## src/rtl/microseq_pkg.sv

```systemverilog
// Shared encodings for the microprogram sequencer: microword layout, op/cond codes, FSM states.
package microseq_pkg;

    // Width of the fixed (non-address) part of a microword.
    localparam int unsigned CTRL_W   = 22;

    localparam int unsigned OP_LSB   = 15;
    localparam int unsigned OP_W     = 3;
    localparam int unsigned COND_LSB = 18;
    localparam int unsigned COND_W   = 3;
    localparam int unsigned INV_BIT  = 21;
    localparam int unsigned NEXT_LSB = 22;

    localparam logic [2:0] OP_NEXT  = 3'd0;
    localparam logic [2:0] OP_JUMP  = 3'd1;
    localparam logic [2:0] OP_JCOND = 3'd2;
    localparam logic [2:0] OP_CALL  = 3'd3;
    localparam logic [2:0] OP_RET   = 3'd4;
    localparam logic [2:0] OP_END   = 3'd5;

    localparam logic [2:0] COND_TRUE  = 3'd0;
    localparam logic [2:0] COND_POUT  = 3'd1;
    localparam logic [2:0] COND_ZERO  = 3'd2;
    localparam logic [2:0] COND_SIGN  = 3'd3;
    localparam logic [2:0] COND_OSR   = 3'd4;
    localparam logic [2:0] COND_OSL   = 3'd5;
    localparam logic [2:0] COND_EXT   = 3'd6;
    localparam logic [2:0] COND_FALSE = 3'd7;

    // ALU control bus, laid out to match microword bits [14:0].
    typedef struct packed {
        logic [3:0] v;
        logic [2:0] adr;
        logic       wr;
        logic       a;
        logic       pin;
        logic       m;
        logic [3:0] s;
    } ctrl_t;

    typedef enum logic [1:0] {
        ST_IDLE  = 2'd0,
        ST_RUN   = 2'd1,
        ST_FAULT = 2'd2
    } state_t;

    function automatic int unsigned uw_width(input int unsigned addr_w);
        return CTRL_W + addr_w;
    endfunction

endpackage

```

## src/rtl/microseq_stack.sv

```systemverilog
// Micro-subroutine return stack: LIFO with registered pointer and full/empty flags.
module microseq_stack #(
    parameter int unsigned STACK_DEPTH = 4,
    parameter int unsigned ADDR_W      = 6
) (
    input  logic              clock,
    input  logic              reset,
    input  logic              push,
    input  logic              pop,
    input  logic [ADDR_W-1:0] push_data,
    output logic [ADDR_W-1:0] pop_data,
    output logic              full,
    output logic              empty
);

    localparam int unsigned IDX_W = $clog2(STACK_DEPTH);
    localparam int unsigned PTR_W = IDX_W + 1;

    logic [ADDR_W-1:0] mem_q [STACK_DEPTH];
    logic [PTR_W-1:0]  sp_q;

    assign full     = (sp_q == PTR_W'(STACK_DEPTH));
    assign empty    = (sp_q == '0);
    assign pop_data = mem_q[IDX_W'(sp_q - PTR_W'(1))];

    // Overflowing push and underflowing pop are dropped; the caller flags the fault.
    always_ff @(posedge clock or negedge reset) begin
        if (!reset) begin
            sp_q <= '0;
            for (int i = 0; i < int'(STACK_DEPTH); i++) begin
                mem_q[i] <= '0;
            end
        end else if (push && !full) begin
            mem_q[IDX_W'(sp_q)] <= push_data;
            sp_q                <= sp_q + PTR_W'(1);
        end else if (pop && !empty) begin
            sp_q <= sp_q - PTR_W'(1);
        end
    end

endmodule

```

## src/rtl/microprogram_sequencer.sv

```systemverilog
// Microprogrammed control unit driving the register ALU from an external control store.
// Optional single-step support is enabled by defining MICROSEQ_STEP_EN.
module microprogram_sequencer
    import microseq_pkg::*;
#(
    parameter int unsigned ADDR_W      = 6,
    parameter int unsigned STACK_DEPTH = 4
) (
    input  logic                     clock,
    input  logic                     reset,
    input  logic                     start,
    input  logic [ADDR_W-1:0]        entry,
    output logic                     busy,
    output logic                     done,
    output logic                     fault,
    output logic [ADDR_W-1:0]        uaddr,
    input  logic [CTRL_W+ADDR_W-1:0] uword,
    input  logic                     pout,
    input  logic                     osr,
    input  logic                     osl,
    input  logic [3:0]               r,
    input  logic                     ext_cond,
`ifdef MICROSEQ_STEP_EN
    input  logic                     step_mode,
    input  logic                     step,
`endif
    output logic [3:0]               S,
    output logic                     M,
    output logic                     Pin,
    output logic                     A,
    output logic                     wr,
    output logic [2:0]               adr,
    output logic [3:0]               v
);

    localparam int unsigned UW_W = uw_width(ADDR_W);

    state_t            state_q, state_d;
    logic [ADDR_W-1:0] upc_q, upc_d, upc_inc;
    logic              done_d, fault_d;
    logic              exec_c;
    logic [OP_W-1:0]   op;
    logic [COND_W-1:0] cond;
    logic              cond_inv, cond_sel, taken;
    logic [ADDR_W-1:0] nxt;
    ctrl_t             ctrl;
    logic              push, pop, stk_full, stk_empty;
    logic [ADDR_W-1:0] stk_top;

    assign op       = uword[OP_LSB +: OP_W];
    assign cond     = uword[COND_LSB +: COND_W];
    assign cond_inv = uword[INV_BIT];
    assign nxt      = uword[NEXT_LSB +: ADDR_W];
    assign upc_inc  = upc_q + ADDR_W'(1);
    assign uaddr    = upc_q;

    // A microword executes only in RUN, and in step mode only on a step cycle.
`ifdef MICROSEQ_STEP_EN
    assign exec_c = (state_q == ST_RUN) && (!step_mode || step);
`else
    assign exec_c = (state_q == ST_RUN);
`endif

    assign ctrl = exec_c ? ctrl_t'(uword[$bits(ctrl_t)-1:0]) : '0;
    assign S    = ctrl.s;
    assign M    = ctrl.m;
    assign Pin  = ctrl.pin;
    assign A    = ctrl.a;
    assign wr   = ctrl.wr;
    assign adr  = ctrl.adr;
    assign v    = ctrl.v;

    // Condition select over the live ALU status.
    always_comb begin
        cond_sel = 1'b0;
        case (cond)
            COND_TRUE:  cond_sel = 1'b1;
            COND_POUT:  cond_sel = pout;
            COND_ZERO:  cond_sel = (r == 4'd0);
            COND_SIGN:  cond_sel = r[3];
            COND_OSR:   cond_sel = osr;
            COND_OSL:   cond_sel = osl;
            COND_EXT:   cond_sel = ext_cond;
            COND_FALSE: cond_sel = 1'b0;
            default:    cond_sel = 1'b0;
        endcase
    end

    assign taken = cond_sel ^ cond_inv;

    microseq_stack #(
        .STACK_DEPTH (STACK_DEPTH),
        .ADDR_W      (ADDR_W)
    ) u_stack (
        .clock     (clock),
        .reset     (reset),
        .push      (push),
        .pop       (pop),
        .push_data (upc_inc),
        .pop_data  (stk_top),
        .full      (stk_full),
        .empty     (stk_empty)
    );

    // Next-state and next-address logic.
    always_comb begin
        state_d = state_q;
        upc_d   = upc_q;
        done_d  = 1'b0;
        fault_d = fault;
        push    = 1'b0;
        pop     = 1'b0;
        case (state_q)
            ST_IDLE: begin
                if (start) begin
                    upc_d   = entry;
                    state_d = ST_RUN;
                end
            end
            ST_RUN: begin
                if (exec_c) begin
                    case (op)
                        OP_JUMP:  upc_d = nxt;
                        OP_JCOND: upc_d = taken ? nxt : upc_inc;
                        OP_CALL: begin
                            if (stk_full) begin
                                fault_d = 1'b1;
                                state_d = ST_FAULT;
                            end else begin
                                push  = 1'b1;
                                upc_d = nxt;
                            end
                        end
                        OP_RET: begin
                            if (stk_empty) begin
                                fault_d = 1'b1;
                                state_d = ST_FAULT;
                            end else begin
                                pop   = 1'b1;
                                upc_d = stk_top;
                            end
                        end
                        OP_END: begin
                            state_d = ST_IDLE;
                            done_d  = 1'b1;
                        end
                        default:  upc_d = upc_inc;
                    endcase
                end
            end
            ST_FAULT: state_d = ST_FAULT;
            default:  state_d = ST_IDLE;
        endcase
    end

    always_ff @(posedge clock or negedge reset) begin
        if (!reset) begin
            state_q <= ST_IDLE;
            upc_q   <= '0;
            done    <= 1'b0;
            fault   <= 1'b0;
            busy    <= 1'b0;
        end else begin
            state_q <= state_d;
            upc_q   <= upc_d;
            done    <= done_d;
            fault   <= fault_d;
            busy    <= (state_d == ST_RUN);
        end
    end

    if (UW_W != CTRL_W + ADDR_W) begin : g_bad_width
        $error("microword width mismatch");
    end

endmodule

```

## config.mk

```make
export PLATFORM = sky130hd
export DESIGN_NAME = microprogram_sequencer
export DESIGN_NICKNAME = d
export VERILOG_FILES = /design/src/rtl/microseq_pkg.sv /design/src/rtl/microseq_stack.sv /design/src/rtl/microprogram_sequencer.sv
export SDC_FILE = /design/constraint.sdc
export NUM_CORES = 1
export LEC_CHECK = 0
export CAP_MARGIN = 5
export CORE_MARGIN = 1.5
export CORE_UTILIZATION = 30
export DETAILED_ROUTE_END_ITERATION = 12
export PLACE_DENSITY = 0.57
export SLEW_MARGIN = 20
export SYNTH_ARGS = -nofsm -noshare
export SYNTH_HDL_FRONTEND = slang
export SYNTH_HIERARCHICAL = 1
export SYNTH_SLANG_ARGS = --single-unit
```

## constraint.sdc

```tcl
create_clock -name clock -period 5.2 [get_ports clock]
set_clock_uncertainty 0.05 [all_clocks]
set_input_delay 0.78 -clock clock [delete_from_list [all_inputs] [get_ports clock]]
set_output_delay 0.78 -clock clock [all_outputs]
set_load 0.05 [all_outputs]
```

==> results.sh <==
export IMPL_io_pins=69
export IMPL_path_max_fanout=14
export IMPL_die_w_um=93.21
export IMPL_synthTopCellsByArea="dfrtp_1, mux2_2, mux4_2"
export IMPL_cap_violations=0
export IMPL_synth_top_cells_by_count="dfrtp_1, mux2_2, nand2_1, nor2_1, and2_1"
export IMPL_power_uw=629.0
export IMPL_clock_sinks=38
export IMPL_timing_critical_path_mode_cell="inv_1"
export IMPL_setup_viol_count_final=0
export IMPL_layout_setup_ws_ns=1.789
export IMPL_dpl_cell_area_um2=3189
export IMPL_cts_resized=0
export IMPL_overflow=0
export IMPL_synth_main_ff_cell="dfrtp_1"
export IMPL_routed_wl_mm=6.177
export IMPL_port_buffer_count=68
export IMPL_cp_cell_sequence="inv_1 -> ha_1 -> nand2b_4 -> inv_1 -> o21bai_1 -> nand3_1 -> a21oi_1 -> inv_1 -> o31a_1"
export IMPL_ys_async_sr_fraction=1.000
export IMPL_drtPass1Iterations=4
export IMPL_rsz0062_at_grt="no"
export IMPL_core_um2=7807
export IMPL_drc=0
export IMPL_hold_class="register to register"
export IMPL_postCtsSetupRepairBufs=0
export IMPL_instances_no_fill=406
export IMPL_criticalPathCategory="register to register"
export IMPL_grt_pass1_vias=2110
export IMPL_setup_tns_ns=0
export IMPL_syn_nets=288
export IMPL_viasPerCell=5.030
export IMPL_cp_start_kind="register"
export IMPL_synth_top_area_share=0.3895
export IMPL_seqCellArea_um2=950.9
export IMPL_fp_dieH_um=93.21
export IMPL_hold_depth=1
export IMPL_cts_root_buffer="clkbuf_8"
export IMPL_clk_pin_slew_ns=0.08
export IMPL_placed_cells=399
export IMPL_dpl_worst_slack_ns=1.637
export IMPL_holdWs_ns=0.4163
export IMPL_drtIter0Drc=75
export IMPL_grt_pass1_wl_mm=10.47
export IMPL_wl_per_cell_um=15.21
export IMPL_crit_arrival_ns=3.54
export IMPL_track_usage=0.1540
export IMPL_worstSkewPairLatency_ns=0.29
export IMPL_fmax_ghz=0.2931
export IMPL_multi_input_comb_area_um2=1401
export IMPL_reg2reg_depth=9
export IMPL_ys_types=50
export IMPL_cpPeakStageDelay_ns=0.79
export IMPL_path_buf_inv=3
export IMPL_report_final_slew_viol_count=0
export IMPL_initial_core_util=0.3127
export IMPL_p_per_area_nw_per_um2=190.5
export IMPL_fin_nets=355
export IMPL_postCtsHoldBufs=0
export IMPL_cts_buffer_depth=2
export IMPL_n_fill_cell=771
export IMPL_synth_top_cell_by_area="dfrtp_1"
export IMPL_numCtsBuffers=5
export IMPL_area_delta_synth_final_pct=35.26
export IMPL_synth_edf_count=0
export IMPL_finalCriticalPeriod_ns=3.411
export IMPL_relSlewSlack=0.3340
export IMPL_antenna_cells=0
export IMPL_ys_seq_elements=38
export IMPL_ys_seq_area_frac=0.3895
export IMPL_h_tree_depth=2
export IMPL_num_vias=2042
export IMPL_syn_mean_instance_area_um2=10.30
export IMPL_yosys_warnings=6
export IMPL_power_leakage_nw=1.443
export IMPL_grt_antenna_before_repair=0
export IMPL_stdcell_area_um2=3302
export IMPL_vdd_drop_max_v=0.00007839
export IMPL_post_route_util=0.4229
export IMPL_synth_cell_area_um2=2441
export IMPL_cts_tree="yes"
export IMPL_rows=32
export IMPL_tightest_slew_ns=0.9990
export IMPL_post_dp_hpwl_mm=4.628
export IMPL_post_synth_top_count_cell="dfrtp_1"
export IMPL_period_share=0.6560
export IMPL_path_depth=9
export IMPL_die_area_um2=8687
export IMPL_netlist_instances=237
export IMPL_grt_max_degree=39
export IMPL_worstSetupEndpointType="register"
export IMPL_drive_gt1_frac=0.1513
export IMPL_status="completed"
export IMPL_final_hold_viol_count=0
export IMPL_crit_family="compound AO/OA/AOI/OAI gates"
export IMPL_crit_required_ns=5.32
export IMPL_slowest_stage="a21oi_1"
export IMPL_routabilityCongestion=0.7905
export IMPL_ant_nets=0
power by group:
group / switching, mW / internal, mW
sequential: 0 / 0.295
combinational: 0.0314 / 0.0421
clock: 0.107 / 0.154
total: 0.138 / 0.491
registers in the layout, indices dropped and copies added, names as in the netlist:
| signal | flops |
|---|---|
| uaddr | 6 |
| u_stack/sp_q | 3 |
| busy | 1 |
| done | 1 |
| state_q | 2 |
| u_stack/mem_q | 24 |
| fault | 1 |
metal layers:
| metal | track usage | vias up | wire (µm) |
|---|---|---|---|
| met2 | 0.2500 | 52 | 3033 |
| met5 | 0 | - | 0 |
| met3 | 0.03984 | 9 | 280 |
| met1 | 0.2001 | 988 | 2756 |
| met4 | 0.04798 | 0 | 106 |
| li1 | - | 993 | - |
cell usage in the layout (no fill, tap or decap), types with 3 or more instances in the layout:
cell | synthesis | routed
a21oi_1 | 9 | 9
a311oi_1 | 4 | 4
and2_1 | 15 | 15
clkbuf_8 | 1 | 6
clkdlybuf4s50_1 | 0 | 67
dfrtp_1 | 38 | 38
ha_1 | 6 | 6
inv_1 | 9 | 9
mux2_1 | 3 | 3
mux2_2 | 23 | 23
mux2i_1 | 3 | 3
mux4_2 | 6 | 6
nand2_1 | 23 | 23
nand2b_1 | 4 | 4
nand3_1 | 7 | 7
nor2_1 | 19 | 19
nor3_1 | 5 | 5
o21ai_0 | 10 | 10
o221ai_1 | 5 | 5
o22ai_1 | 4 | 4
xnor2_1 | 3 | 3
worst reg2reg max path: cells and delay by family (launching register included):
kind            cells  cell delay, ns
fa+ha+maj           1            0.38
buf+inv             3            0.58
simple gates        2            0.27
compound gates      3            1.34
flops               1            0.68
logic make-up after synthesis:
group,synth area share
muxes,0.1937
AOI/OAI and AO/OA,0.1456
adders and majority gates,0.03075
and+or+nand+nor,0.1748
xor gates and xnor gates,0.02922
DFF,0.3895
buffers and inverters,0.03639
area by class of cell:
class | count | area share
Clock buffer | 6 | 0.02501
Clock inverter | 1 | 0.009094
Inverter | 9 | 0.01023
Multi-Input combinational cell | 182 | 0.4244
Sequential cell | 38 | 0.2880
Tap cell | 102 | 0.03865
Timing Repair Buffer | 68 | 0.2046
path summary, 6_finish.rpt:
check                           startpoint         endpoint  slack (ns)
max                        u_stack/sp_q[0]         uaddr[2]        1.79
min                                  fault            fault        0.42
max reg2reg                u_stack/sp_q[0]         uaddr[2]        1.79
min reg2reg                          fault            fault        0.42
max in group asynchronous            reset         uaddr[4]        4.01
min in group asynchronous            reset  u_stack/sp_q[1]        0.55
Note: power is estimated with default switching activity, not from simulation.
